<file path="config.mk">
export PLATFORM = sky130hd
export DESIGN_NAME = bcd_to_bin_ctrl
export DESIGN_NICKNAME = d
export VERILOG_FILES = /design/src/rtl/bcd_to_bin_ctrl.sv
export SDC_FILE = /design/constraint.sdc
export NUM_CORES = 1
export LEC_CHECK = 0
export BUFFER_PORTS_ARGS = -buffer_cell sky130_fd_sc_hd__buf_2
export CAP_MARGIN = 30
export CORE_ASPECT_RATIO = 1.2
export CORE_MARGIN = 4
export CORE_UTILIZATION = 39
export CTS_CLUSTER_DIAMETER = 40
export DETAILED_ROUTE_END_ITERATION = 8
export HOLD_SLACK_MARGIN = 0.03
export PLACE_DENSITY_LB_ADDON = 0.05
export SYNTH_ARGS = -nofsm -noshare
export SYNTH_HDL_FRONTEND = slang
export SYNTH_SLANG_ARGS = --single-unit
</file>
<file path="constraint.sdc">
create_clock -name clk -period 2.1 [get_ports clk]
set_input_delay 0.21 -clock clk [delete_from_list [all_inputs] [get_ports clk]]
set_output_delay 0.21 -clock clk [all_outputs]
set_load 0.1 [all_outputs]
</file>
<file path="src/rtl/bcd_to_bin_ctrl.sv">
// bcd_to_bin_ctrl
// Sequencer for a shift-and-subtract (reverse double-dabble) BCD-to-binary
// datapath. The 4*NDIG+NBIN-bit working register lives outside this block.
// This block strobes that register, tells the external subtract-3 unit which
// digits to correct, validates the BCD input and flags results that do not fit.
//
// Ports:
//   clk       clock, rising edge
//   rst       synchronous active-high reset
//   start     conversion request, sampled only in IDLE
//   a         working register contents; BCD field is a[4*NDIG+NBIN-1:NBIN]
//   init      register loads {bcd, NBIN'b0}
//   sh        register shifts right by one
//   sub       register loads the subtract-unit output
//   adj_mask  per-digit subtract-3 enable (bit 0 = least significant digit)
//   busy      high in every state except IDLE
//   done      one-cycle pulse at the end of each conversion
//   err       input held a digit above 9; held until the next accepted start
//   ovf       value exceeds 2^NBIN-1; held until the next accepted start
//
// state  | meaning
// IDLE   | waiting for start
// LOAD   | init strobe, register takes the BCD operand
// CHECK  | reject the operand if any digit is above 9
// SHIFT  | sh strobe, iteration count advances
// ADJ    | subtract 3 from every digit >= 8 (always one cycle)
// FIN    | register ovf from the leftover BCD field
// DONE   | done pulse
module bcd_to_bin_ctrl #(
  parameter int NDIG = 5,
  parameter int NBIN = 16
) (
  input  logic                   clk,
  input  logic                   rst,
  input  logic                   start,
  input  logic [4*NDIG+NBIN-1:0] a,
  output logic                   init,
  output logic                   sh,
  output logic                   sub,
  output logic [NDIG-1:0]        adj_mask,
  output logic                   busy,
  output logic                   done,
  output logic                   err,
  output logic                   ovf
);

  localparam int AW = 4*NDIG + NBIN;
  localparam int CW = $clog2(NBIN + 1);
  localparam logic [CW-1:0] CNT_LAST = CW'(NBIN - 1);

  typedef enum logic [2:0] {
    S_IDLE,
    S_LOAD,
    S_CHECK,
    S_SHIFT,
    S_ADJ,
    S_FIN,
    S_DONE
  } state_t;

  state_t          state, state_nxt;
  logic [CW-1:0]   cnt;
  logic [NDIG-1:0] dig_gt9;
  logic [NDIG-1:0] dig_ge8;
  logic            bcd_nz;
  logic            unused_bin;

  for (genvar g = 0; g < NDIG; g++) begin : g_dig
    assign dig_gt9[g] = (a[NBIN+4*g +: 4] > 4'd9);
    assign dig_ge8[g] = a[NBIN+4*g+3];
  end

  // Anything left in the BCD field after NBIN shifts is weight >= 2^NBIN.
  assign bcd_nz = |a[AW-1:NBIN];

  // The binary field is the datapath's result; the controller never looks at it.
  assign unused_bin = ^a[NBIN-1:0];

  always_ff @(posedge clk) begin
    if (rst) begin
      state <= S_IDLE;
      cnt   <= '0;
      err   <= 1'b0;
      ovf   <= 1'b0;
    end else begin
      state <= state_nxt;
      case (state)
        S_IDLE: begin
          if (start) begin
            cnt <= '0;
            err <= 1'b0;
            ovf <= 1'b0;
          end
        end
        S_CHECK: begin
          if (|dig_gt9) err <= 1'b1;
        end
        S_SHIFT: cnt <= cnt + CW'(1);
        S_FIN:   ovf <= bcd_nz;
        default: ;
      endcase
    end
  end

  always_comb begin
    state_nxt = state;
    init      = 1'b0;
    sh        = 1'b0;
    sub       = 1'b0;
    adj_mask  = '0;
    done      = 1'b0;
    busy      = (state != S_IDLE);
    case (state)
      S_IDLE:  if (start) state_nxt = S_LOAD;
      S_LOAD: begin
        init      = 1'b1;
        state_nxt = S_CHECK;
      end
      S_CHECK: state_nxt = (|dig_gt9) ? S_DONE : S_SHIFT;
      S_SHIFT: begin
        sh        = 1'b1;
        state_nxt = (cnt == CNT_LAST) ? S_FIN : S_ADJ;
      end
      S_ADJ: begin
        // Stays one cycle even when nothing needs correcting, so latency is fixed.
        adj_mask  = dig_ge8;
        sub       = |dig_ge8;
        state_nxt = S_SHIFT;
      end
      S_FIN:   state_nxt = S_DONE;
      S_DONE: begin
        done      = 1'b1;
        state_nxt = S_IDLE;
      end
      default: state_nxt = S_IDLE;
    endcase
  end

endmodule

</file>
==> reports/results.tsv, run 1 <==
metric	value	unit
min_from	rst	
setup_ws	235	ps
die_w	44.7	um
placedCellCount	130	
ys_warn_count	0	
vias	713	
drv_slew	0	
holdPathStages	2	
drc_errors	0	
cts_resized	0	
synth_cell_types	30	
gr-total-overflow	0	
grt_usage	15.8	%
grt_pass1_wl	2.64	mm
drive_above_1_share	37.6	%
synth_common_cells	11 x nor2_1, 10 x dfxtp_1, 10 x o21ai_0	
fin_tns_setup	0	ps
place.gp.congestion	0.783	
clk_path_buf_depth	2	
drv_cap	0	
cts_buffers	3	
die_area	0.00232	mm^2
io_buffer_count	34	
cp_data_required_time	1890	ps
ys_seq_area_share	31.8	%
end_kind	output port	
fmax	536	MHz
ir_drop	0.000724	V
worst_setup_path_start_kind	flip-flop	
synth.net_count	124	
clk_latency	260	ps
crit_type	flip-flop to output port	
worstMarginPinSlew	492	ps
slew_headroom	67.5	%
setup_viol	0	
arrival	1650	ps
p_per_area	885	mW/mm^2
syn_area_per_cell	7.58	um^2
vias_per_cell	5.32	
layout.cells.non_filler	134	
cts_max_level	1	
ant_nets	0	
crit_path_max_fanout	16	
cts.sinks	10	
pin_count	51	
wl	1.54	mm
synthFlopType	dfxtp_1	
p_leak	0.420	nW
drtPass1Iterations	3	
rows	15	
rr_startpoint	state[2]	
ys_ff_latch	10	
die_y	52.0	um
syn_area	629	um^2
antenna_found_initial	0	
fill_cells	147	
reg2reg_to	cnt[3]	
synth_top_area_cell	dfxtp_1	
cts_tree	built	
clock_skew	0.714	ps
hpwl	1.26	mm
wl_per_cell	11.5	um
cts_setup_buffers	0	
drt_iter0_drc	10	
clk_pin_slew	60	ps
syn_to_final_growth	33.6	%
place_ws	521	ps
yosysMostFrequentCell	nor2_1	
final_nets	159	
whs_endpoint	cnt[2]	
hold_violations	0	
grt_pass1_vias	665	
antenna_cells	0	
min_period	1860	ps
hp-class	input port to flip-flop	
synthCells	83	
root_buffer	clkbuf_4	
ff2ff_setup_slack	590	ps
async_flop_share	0	%
reg2reg_depth	4	
synth_area_leaders	dfxtp_1 32%, o21ai_0 8.0%, and3_1 7.0%	
core-area	0.00148	mm^2
grt_max_degree	17	
start_util	42.4	%
total_power	744	uW
rsz0062_at_grt	no	
seqCellArea	200	um^2
min_period_over_period	88.8	%
holdBufCountCts	0	
multi_input_area	405	um^2
status	finished clean	
synth_edf_count	0	
netlist.area_leader.share	31.8	%
-- cell families (layout without fill, tap and decap cells) --
group                      Yosys count  after routing  synth area share, %
DFF                                 10             10                 31.8
adders and majority gates            2              2                 3.98
buffers and inverters                6             40                 5.37
and+or+nand+nor                     43             43                 39.2
AOI/OAI and AO/OA                   22             22                 19.7
-- sequential cells by signal (all words and copies together), names as in the netlist --
name / count
cnt: 5
err: 1
ovf: 1
state: 3
-- worst max path at each step --
stage	start	endpoint	slack [ps]	cells past startpoint
global placement	a[27]	sub	530	5
global route	state[0]	sub	90	4
detailed placement	state[2]	sh	520	3
CTS	state[2]	sh	220	3
floorplan	state[2]	init	160	2
finish	state[2]	sh	240	3
-- worst max-delay path, stage by stage, from the launching register on --
cell and delay (ps):
dfxtp_1 440, nand3b_1 310, inv_1 180, buf_2 450
-- placed cells by master (no fill, tap or decap), types with 2 or more instances in the layout --
cell,n
a21oi_1,7
and3_1,7
buf_2,34
clkbuf_4,3
dfxtp_1,10
ha_1,2
inv_1,2
nand2_1,4
nand3_1,3
nand3b_1,2
nor2_1,9
nor2_2,2
nor4_1,3
o21ai_0,10
or3_1,2
or4_1,2
-- through the flow --
step / utilization (%) / hold WS [ps] / cell area (um^2)
after CTS: 56.7 / 240 / 841
after global placement: 54.3 / 450 / 805
final: 56.7 / 253 / 841
after detailed placement: 54.3 / 457 / 805
after floorplan: - / 409 / 639
after global routing: 56.7 / 273 / 841
-- where the power goes --
group,internal (mW),switching (mW),total [mW]
clock,0.105,0.0660,0.171
sequential,0.205,0.0319,0.237
combinational,0.0804,0.255,0.335
total,0.391,0.353,0.744
-- routing by layer --
metal | global-route usage (%) | routed length [um] | up-vias | share of wire, %
met2 | 26.6 | 724 | 28 | 47
met3 | 2.08 | 136 | 4 | 8.8
met5 | 0 | 0 | - | 0
met4 | 13.6 | 55 | 0 | 3.6
li1 | - | - | 374 | -
met1 | 16.7 | 628 | 307 | 41
-- final cells by class --
cell class	instances	area share, %
flip-flops and latches	10	23.8
repair buffers	34	20.2
well taps	17	2.53
inverters	2	0.893
multi-input cells	67	48.2
clock buffers	4	4.32
Note: power is estimated with default switching activity, not from simulation.
==> inputs of run 2 (changes only) <==
==> constraint.sdc (replaced) <==
create_clock -name clk -period 2.1 [get_ports clk]
set_input_delay 0.42 -clock clk [delete_from_list [all_inputs] [get_ports clk]]
set_output_delay 0.42 -clock clk [all_outputs]
set_load 0.1 [all_outputs]
==> run 2 against run 1 <==
Effect of this change: cell area up 2.4%; via count up 1.1%; routed wire length up 2.3%; clock power about the same; total power up 1.4%; first-iteration DRC count down 30%; final cell count unchanged; largest cell class unchanged; largest power group unchanged.
==> reports/results.tsv, run 2 (synthesis gave the netlist of run 1 again) <==
metric	value	unit	change
hp-class	input port to flip-flop		
clk_latency	270	ps	about the same
vias	721		+1.1%
antenna_found_initial	0		unchanged
ant_nets	0		unchanged
slew_headroom	67.7	%	+0.22 points
final_nets	159		unchanged
drt_iter0_drc	7		-3
final_cell_mix	27 x buf_2, 10 x o21ai_0, 10 x dfxtp_1, 9 x clkbuf_4, 8 x nor2_1		
cp_data_required_time	1680	ps	-210 ps
place_area	805	um^2	unchanged
post-route-cell-area	861	um^2	+2.4%
cts_buffers	3		unchanged
antenna_cells	0		unchanged
die_area	0.00232	mm^2	unchanged
crit_path_max_fanout	3		-13
place.gp.congestion	0.783		unchanged
crit_path_top_delay_cell	or4_1		
end_kind	output port		
syn_to_final_growth	36.8	%	
min_period	1970	ps	+106 ps
worstPathCellList	buf_2 > or4_1 > nor2_1 > nor2_2 > clkbuf_4		
cts_tree	built		
largest_reg_flops	5		unchanged
grt_pass1_vias	665		unchanged
wl_per_cell	11.8	um	+2.3%
drive_above_1_share	38.5	%	+0.85 points
total_power	754	uW	+1.4%
worstMarginPinSlew	488	ps	-3.37 ps
rows	15		unchanged
fill_cells	148		+0.68%
arrival	1550	ps	-100 ps
p_per_area	876	mW/mm^2	-0.97%
setup_viol	0		unchanged
wl	1.58	mm	+2.3%
die_w	44.7	um	unchanged
io_buffer_count	34		unchanged
fmax	507	MHz	-5.4%
grt_usage	15.8	%	unchanged
gr-total-overflow	0		unchanged
place_ws	106	ps	-415 ps
cts_max_level	1		unchanged
hold_violations	0		unchanged
worst_setup_path_start_kind	input port		
top_regs	cnt: 5 flops, state: 3 flops		
cts.sinks	10		unchanged
pin_count	51		unchanged
start_util	42.4	%	unchanged
cts_resized	0		unchanged
crit_type	input port to output port		
min_period_over_period	93.9	%	+5.0 points
grt_pass1_wl	2.64	mm	unchanged
final_common_cell	buf_2		
hpwl	1.26	mm	unchanged
drv_slew	0		unchanged
root_buffer	clkbuf_4		
grt_max_degree	17		unchanged
rsz0062_at_grt	no		
holdBufCountCts	0		unchanged
ir_drop	0.000730	V	+0.74%
drv_cap	0		unchanged
clock_skew	3.12	ps	+2.40 ps
vias_per_cell	5.38		+1.1%
drc_errors	0		unchanged
top_register	cnt		
clk_pin_slew	70	ps	about the same
drtPass1Iterations	2		-1
die_y	52.0	um	unchanged
cts_setup_buffers	0		unchanged
status	finished clean		
p_leak	0.416	nW	-0.80%
clk_path_buf_depth	2		unchanged
setup_ws	129	ps	-106 ps
critPathMaxStageDelay	500	ps	+50 ps
core-area	0.00148	mm^2	unchanged
## run 2: path summary, 6_finish.rpt
kind | from | to | slack (ps) | cells past startpoint
min | rst | cnt[2] | 460 | 2
min reg2reg | cnt[3] | cnt[3] | 460 | 1
max | a[27] | sub | 130 | 5
max reg2reg | state[0] | cnt[3] | 590 | 4
## run 2: cell type report
| type | instances | area (um^2) | area share [%] |
|---|---|---|---|
| tap | 17 | 21.3 | 2.47 |
| clock buffer | 4 | 36.3 | 4.22 |
| timing repair buffer | 34 | 188 | 21.8 |
| multi-input combinational | 67 | 408 | 47.4 |
| sequential | 10 | 200 | 23.3 |
| inverter | 2 | 7.51 | 0.872 |
## run 2: power by group
part / leakage (nW) / total [mW] / internal (mW) / switching [mW]
combinational: 0.314 / 0.343 / 0.0863 / 0.256
clock: 0.0210 / 0.173 / 0.105 / 0.0677
sequential: 0.0813 / 0.239 / 0.205 / 0.0333
total: 0.416 / 0.754 / 0.397 / 0.357
## run 2: layer usage
layer / vias to the layer above / global-route usage, % / part of all wire (%)
li1: 376 / - / -
met1: 313 / 16.7 / 40
met2: 28 / 26.6 / 48
met3: 4 / 2.08 / 8.3
met4: 0 / 13.6 / 3.4
met5: - / 0 / 0
## run 2: worst max-delay path, delay by kind of cell
kind | cells | cell delay [ps]
and+or+nand+nor | 3 | 730
buffers and inverters | 2 | 390
## run 2: metrics by stage
step	hold WS, ps	utilization, %	std cells	setup TNS (ps)
finish	461	58.1	134	0
global route	483	58.1	134	0
CTS	450	56.7	134	0
detailed placement	457	54.3	130	0
global placement	450	54.3	130	0
floorplan	429	-	83	-50.2
==> inputs of run 3 (changes only) <==
--- a/config.mk
+++ b/config.mk
@@ -9,7 +9,7 @@
 export CAP_MARGIN = 30
 export CORE_ASPECT_RATIO = 1.2
 export CORE_MARGIN = 4
-export CORE_UTILIZATION = 39
+export CORE_UTILIZATION = 37
 export CTS_CLUSTER_DIAMETER = 40
 export DETAILED_ROUTE_END_ITERATION = 8
 export HOLD_SLACK_MARGIN = 0.03
==> constraint.sdc (replaced) <==
create_clock -name clk -period 2.05 [get_ports clk]
set_input_delay 0.41 -clock clk [delete_from_list [all_inputs] [get_ports clk]]
set_output_delay 0.41 -clock clk [all_outputs]
set_load 0.1 [all_outputs]
==> run 3 against run 2 <==
Effect of this change: sequential cell count unchanged; non-clock buffer count increased by 3; critical path depth unchanged; setup slack got worse by 12 ps; count of clock-buffer cells in the layout decreased by 1; die area increased by 4.5%; cell area increased by 1.0%; critical path type unchanged; first-iteration DRC count increased by 29%.
==> reports/results.tsv, run 3 (synthesis gave the netlist of run 1 again) <==
metric	value	unit	change
status	finished clean		
crit_type	input port to output port		
final_cell_mix	32 x buf_2, 10 x o21ai_0, 9 x nor2_1, 9 x dfxtp_1		
drc_errors	0		unchanged
gr-total-overflow	0		unchanged
die_area	0.00243	mm^2	+4.5%
cts_setup_buffers	0		unchanged
start_util	38.8	%	-3.6 points
vias_per_cell	5.44		+1.1%
p_leak	0.431	nW	+3.5%
drv_slew	0		unchanged
grt_max_degree	17		unchanged
fill_cells	169		+14%
rsz0062_at_grt	no		
crit_path_max_fanout	3		unchanged
clk_latency	260	ps	about the same
min_period	1930	ps	
cts_max_level	1		unchanged
clock_skew	1.42	ps	-1.69 ps
min_period_over_period	94.3	%	
syn_to_final_growth	38.2	%	
largest_reg_flops	5		unchanged
pin_count	51		unchanged
drive_above_1_share	39.5	%	+1.0 points
grt_pass1_vias	649		-2.4%
drtPass1Iterations	4		+2
final_common_cell	buf_2		
cts_tree	built		
worst_setup_path_start_kind	input port		
antenna_found_initial	0		unchanged
p_per_area	850	mW/mm^2	-3.0%
worstMarginPinSlew	490	ps	+2.24 ps
hold_violations	0		unchanged
grt_usage	14.8	%	-1.0 points
vias	745		+3.3%
hpwl	1.29	mm	+2.7%
hp-class	input port to flip-flop		
top_register	cnt		
setup_viol	0		unchanged
wl	1.61	mm	+1.8%
seqCellArea	201	um^2	+0.62%
ant_nets	0		unchanged
io_buffer_count	34		unchanged
clk_pin_slew	60	ps	about the same
end_kind	output port		
cts_buffers	3		unchanged
drt_iter0_drc	9		+2
drv_cap	0		unchanged
layout.cells.non_filler	137		+2.2%
place.gp.congestion	0.763		-2.5%
wl_per_cell	11.7	um	-0.39%
die_w	45.7	um	+2.2%
top_regs	cnt: 5 flops, state: 3 flops		
cp_data_required_time	1640	ps	-40 ps
holdBufCountCts	0		unchanged
fmax	517	MHz	
ir_drop	0.000502	V	-31%
multi_input_area	405	um^2	-0.61%
place_ws	90.0	ps	-16.2 ps
root_buffer	clkbuf_4		
core-area	0.00162	mm^2	+9.4%
cts.sinks	10		unchanged
rows	16		+1
grt_pass1_wl	2.65	mm	+0.26%
arrival	1520	ps	-30 ps
final_nets	162		+1.9%
setup_ws	117	ps	-12.1 ps
clk_path_buf_depth	2		unchanged
total_power	739	uW	-2.0%
placedCellCount	134		+3.1%
antenna_cells	0		unchanged
slew_headroom	67.5	%	-0.15 points
die_y	53.2	um	+2.3%
==> run 3: cell types whose count changed in the layout (fill, tap and decap cells not counted) <==
cell	previous run	this run
nor2_2	3	2
buf_12	0	1
nor2_1	8	9
clkbuf_4	9	4
buf_2	27	32
buf_4	1	3
clkbuf_8	1	0
dfxtp_1	10	9
dfxtp_2	0	1
==> run 3: metal layers <==
layer	track usage (%)	vias to the layer above	part of all wire (%)
met5	0	-	0
met4	8.78	0	1.1
met3	1.70	2	7.8
met2	24.2	29	49
met1	17.8	335	42
li1	-	379	-
==> run 3: critical path, cell delays in order <==
cell and delay, ps:
buf_2 110, or4_1 510, nor2_1 180, nor2_2 40, clkbuf_4 270
==> run 3: cell type report <==
cell class	instances	area share, %
multi-input cells	67	46.6
well taps	18	2.59
clock buffers	3	2.59
inverters	2	0.863
repair buffers	37	24.2
flip-flops and latches	10	23.2
==> run 3: final timing paths <==
kind             from  cells after the start       end  slack [ps]
max             a[27]                      5       sub         120
min               rst                      2  state[2]         460
max reg2reg  state[0]                      5    cnt[0]         520
min reg2reg    cnt[3]                      1    cnt[3]         460
==> run 3: per-stage QoR <==
step / TNS [ps] / hold slack [ps] / utilization, % / cell area, um^2
2_1_floorplan: -90.2 / 429 / - / 639
3_3_place_gp: 0 / 446 / 52.0 / 843
3_5_place_dp: 0 / 456 / 52.0 / 843
4_1_cts: 0 / 466 / 53.4 / 866
5_1_grt: 0 / 473 / 53.6 / 870
6_report: 0 / 460 / 53.6 / 870
==> run 3: what timing repair did <==
action | 4_1_cts | 5_1_grt
gates resized for setup | 0 | 2
endpoints found under the setup margin | 0 | 1
endpoints found under the hold margin | 0 | 0
==> run 3: power breakdown <==
part           leakage [nW]  switching (mW)  internal (mW)
logic                 0.336           0.280         0.0974
clock network        0.0138          0.0643         0.0677
registers            0.0817          0.0182          0.211
